**config.mk**
```make
export PLATFORM = sky130hd
export DESIGN_NAME = credit_sink_buffer
export DESIGN_NICKNAME = d
export VERILOG_FILES = /design/src/rtl/credit_sink_buffer.sv
export SDC_FILE = /design/constraint.sdc
export NUM_CORES = 1
export LEC_CHECK = 0
export CORE_MARGIN = 5
export CORE_UTILIZATION = 52
export CTS_CLUSTER_SIZE = 20
export DETAILED_ROUTE_END_ITERATION = 10
export PLACE_DENSITY = 0.78
export SYNTH_ARGS = -nofsm -noshare
export SYNTH_HDL_FRONTEND = slang
export SYNTH_SLANG_ARGS = --single-unit
```
**constraint.sdc**
```tcl
create_clock -name clk -period 3.2 [get_ports clk]
set_clock_uncertainty 0.05 [all_clocks]
set_input_delay 0.64 -clock clk [delete_from_list [all_inputs] [get_ports clk]]
set_output_delay 0.64 -clock clk [all_outputs]
set_load 0.02 [all_outputs]
```
**src/rtl/credit_sink_buffer.sv**
```systemverilog
// Receiver-side circular buffer behind the credit-gated FIFO: captures popped words,
// serves them over valid/ready, and returns one registered credit per drained word.
module credit_sink_buffer #(
    parameter int WIDTH = 8,
    parameter int DEPTH = 4,
    parameter int CNTW  = $clog2(DEPTH) + 1
) (
    input  logic             clk,
    input  logic             rst,
    input  logic             in_vld,
    input  logic [WIDTH-1:0] in_data,
    output logic             out_vld,
    output logic [WIDTH-1:0] out_data,
    input  logic             out_rdy,
    output logic             credit_return,
    output logic [CNTW-1:0]  count,
    output logic             overflow_err
);
    localparam int PW = $clog2(DEPTH);

    logic [WIDTH-1:0] mem_q [DEPTH];
    logic [PW-1:0]    wptr_q, wptr_d;
    logic [PW-1:0]    rptr_q, rptr_d;
    logic [CNTW-1:0]  count_q, count_d;
    logic             credit_q;
    logic             ovf_q, ovf_d;
    logic             full, empty, wr_en, deq;

    assign full  = (count_q == CNTW'(DEPTH));
    assign empty = (count_q == '0);
    // A full-buffer write is dropped even if the head drains this cycle: its credit
    // has not yet reached upstream, so the word was sent without a credit.
    assign wr_en = in_vld & ~full;
    assign deq   = ~empty & out_rdy;

    always_comb begin
        wptr_d  = wptr_q + PW'(wr_en);
        rptr_d  = rptr_q + PW'(deq);
        count_d = count_q + CNTW'(wr_en) - CNTW'(deq);
        ovf_d   = ovf_q | (in_vld & full);
    end

    always_ff @(posedge clk or negedge rst) begin
        if (!rst) begin
            wptr_q   <= '0;
            rptr_q   <= '0;
            count_q  <= '0;
            credit_q <= 1'b0;
            ovf_q    <= 1'b0;
        end else begin
            wptr_q   <= wptr_d;
            rptr_q   <= rptr_d;
            count_q  <= count_d;
            credit_q <= deq;
            ovf_q    <= ovf_d;
        end
    end

    always_ff @(posedge clk) begin
        if (wr_en) begin
            mem_q[wptr_q] <= in_data;
        end
    end

    assign out_vld       = ~empty;
    assign out_data      = mem_q[rptr_q];
    assign credit_return = credit_q;
    assign count         = count_q;
    assign overflow_err  = ovf_q;
endmodule

```
==> results of run 1 <==
[cell usage after synthesis, types with 2 or more instances]
cell type  count
edfxtp_1      32
dfrtp_1        9
mux4_2         8
o211ai_1       3
buf_2          2
ha_1           2
nand2b_1       2
nand4bb_1      2
nor2_1         2
xor2_1         2
[cell families after synthesis]
kind of cell             synth area share [%]
AO/OA/AOI/OAI                           4.580
XOR/XNOR                                1.603
adder cells (fa/ha/maj)                 2.748
buffers and inverters                   1.755
flip-flops                              72.37
multiplexers                            10.99
AND/OR/NAND/NOR                         5.954
[power by group through the flow]
stage	sequential (W)	clock, W	combinational [W]
finish	0.000862	0.000320	0.000723
detailed placement	0.000881	0	0.000738
global placement	0.000867	0	0.000713
CTS	0.000869	0.000332	0.000736
floorplan	0.000827	0	0.000472
global route	0.000889	0.000360	0.000775
[layout make-up]
type	count	area (sq um)
clock buffer	6	41.29
clock inverter	2	33.78
fill	214	1003
inverter	1	3.754
multi-input combinational	36	424.2
sequential	41	1186
tap	44	55.05
timing repair buffer	29	280.3
[registers in the layout (all words and copies together), names as in the netlist]
register,flops
rptr_q,2
credit_return,1
mem_q,32
overflow_err,1
wptr_q,2
count,3
[final timing paths]
check,startpoint,end,slack [ns],cells after the start
max,rptr_q[0],out_data[5],0.33,2
min,overflow_err,overflow_err,0.42,1
max reg2reg,count[1],count[2],0.98,6
min reg2reg,overflow_err,overflow_err,0.42,1
max in group asynchronous,rst,count[1],2.27,1
min in group asynchronous,rst,overflow_err,0.53,1
[worst register-to-register path, stage by stage (launching register included)]
cell     delay [ns]
dfrtp_1        0.51
or4b_1         0.56
o211a_1        0.13
ha_1           0.20
fa_1           0.38
xor2_1         0.16
xnor2_1        0.13
[metal layers]
layer  part of all wire (%)  routed length (um)  up-vias
li1                       -                   -      392
met1                     46                1263      418
met2                     49                1360       17
met3                    4.3                 119        3
met4                   0.97                  27        0
met5                      0                   0        -
[layout by cell type, fill, tap and decap left out]
cell             instances
dfrtp_1                  9
or4b_1                   1
o211a_1                  1
clkbuf_1                 1
nor3_1                   1
o21ai_0                  1
o31a_2                   1
fa_1                     1
nor3b_2                  1
clkbuf_4                 5
clkdlybuf4s50_1         25
a21bo_2                  1
nor2_1                   2
clkinv_1                 1
buf_4                    4
nand4bb_1                2
xnor2_1                  1
o211ai_1                 3
nand3b_1                 1
inv_1                    1
bufinv_16                1
nand3_1                  1
or3_2                    1
a21o_1                   1
mux4_2                   8
nor3b_1                  1
xor2_1                   2
ha_1                     2
nand2b_1                 2
o21ba_2                  1
edfxtp_1                32
[per-stage QoR]
stage          setup slack, ns  instances  util, %
6_report                0.3299        159    66.86
5_1_grt                 0.1743        159    66.86
4_1_cts                 0.2478        159    66.86
3_5_place_dp            0.4076        151    64.38
3_3_place_gp            0.5142        151    64.38
2_1_floorplan           0.9736         82        -
==> impl_metrics.env, run 1 <==
export IMPL_status="finished clean"
export IMPL_clockPowerShare_pct=16.8
export IMPL_worstSkewPairLatency_ns=0.34
export IMPL_grt_first_pass_wirelength_um=4616
export IMPL_combPwrFrac_pct=37.9
export IMPL_finalInstanceArea_sq_um=2024
export IMPL_busiest_layer="met2"
export IMPL_ctsHoldBuffers=0
export IMPL_period_share_pct=89.69
export IMPL_drcViolationCount=0
export IMPL_p_total_w=0.001905
export IMPL_htree_levels=2
export IMPL_ant_nets=0
export IMPL_intPower_w=0.001283
export IMPL_dieArea_sq_um=4375
export IMPL_ys_async_sr_fraction_pct=21.95
export IMPL_use_met2_pct=21.81
export IMPL_cts_resized=0
export IMPL_vias_per_cell=5.220
export IMPL_syn_num_nets=97
export IMPL_synth_edf_count=32
export IMPL_cts_tree="done"
export IMPL_crit_chain="mux4_2 -> clkdlybuf4s50_1"
export IMPL_track_usage_pct=14.97
export IMPL_syn_inst=82
export IMPL_dpl_cell_area_sq_um=1949
export IMPL_hpwl_um=1938
export IMPL_areaGrowthSynthToFinish_pct=23.51
export IMPL_hold_violations=0
export IMPL_switchingPower_w=0.0006218
export IMPL_crit_buf_inv=1
export IMPL_drive_gt1_share_pct=20.00
export IMPL_cp_arrival_ns=2.18
export IMPL_cts_buffers=5
export IMPL_slew_headroom_pct=64.61
export IMPL_required_ns=2.51
export IMPL_finalSetupTns_ns=0
export IMPL_p_leak_nw=0.7001
export IMPL_netlist_area_leader_share_pct=58.63
export IMPL_drv_cap=0
export IMPL_portBuffers=25
export IMPL_drt_iter0_markers=65
export IMPL_wirelength_um=2771
export IMPL_ys_types=28
export IMPL_grt_pass1_vias=896
export IMPL_fin_crit_ns=2.870
export IMPL_cpMaxStageDelayCell="dfrtp_1"
export IMPL_worst_pin_slew_ns=0.5308
export IMPL_use_met3_pct=6.293
export IMPL_rsz0062_at_grt="no"
export IMPL_post_cts_buffers=0
export IMPL_yosysTopAreaCell="edfxtp_1"
export IMPL_yosysSeqAreaShare_pct=72.37
export IMPL_powerDensity_nw_per_um2=940.9
export IMPL_num_nets_final=129
export IMPL_antenna_found_initial=0
export IMPL_fmax_mhz=348.4
export IMPL_clock_path_buffers=2
export IMPL_syn_area_sq_um=1639
export IMPL_clkSlewWorstSetupHoldPaths_ns=0.11
export IMPL_gp_congestion=0.7786
export IMPL_p_sw_share_pct=32.65
export IMPL_crit_fanout=9
export IMPL_slew_violations=0
export IMPL_clock_sinks=41
export IMPL_syn_area_per_cell_sq_um=19.99
export IMPL_dr_pass1_iters=4
export IMPL_coreArea_sq_um=3028
export IMPL_path_delay_family="flip-flops"
export IMPL_hold_ws_ns=0.4193
export IMPL_ctsRootBufferMaster="clkbuf_4"
export IMPL_rows=20
export IMPL_wl_per_cell_um=17.43
export IMPL_crit_path_max_incr_delay_ns=0.69
export IMPL_holdCritPathClass="flop to flop"
export IMPL_synthTopCellsByArea="edfxtp_1 59%, dfrtp_1 14%, mux4_2 11%"
export IMPL_synthFlopType="edfxtp_1"
export IMPL_die_w_um=66.15
export IMPL_die_h_um=66.15
export IMPL_vdd_drop_max_uv=475.9
export IMPL_path_class="flop to primary output"
export IMPL_start_kind="flop"
export IMPL_p_seq_share_pct=45.3
export IMPL_grt_start_max_net_pins=13
export IMPL_setup_viol=0
export IMPL_ys_warn_count=0
export IMPL_synth_seq_cells=41
export IMPL_vias=830
export IMPL_grt_ovfl_total=0
export IMPL_start_util_pct=54.13
export IMPL_grt_use_met1_pct=19.79
export IMPL_antennaDiodeCount=0
export IMPL_critPathCaptureType="primary output"
export IMPL_io_pins=26
Note: power is estimated with default switching activity, not from simulation.
==> run 2: changes to the inputs <==
- CAP_MARGIN: default -> 20
==> results of run 2 <==
Same layout as run 1: the final DEF is identical, and so are final timing and power.
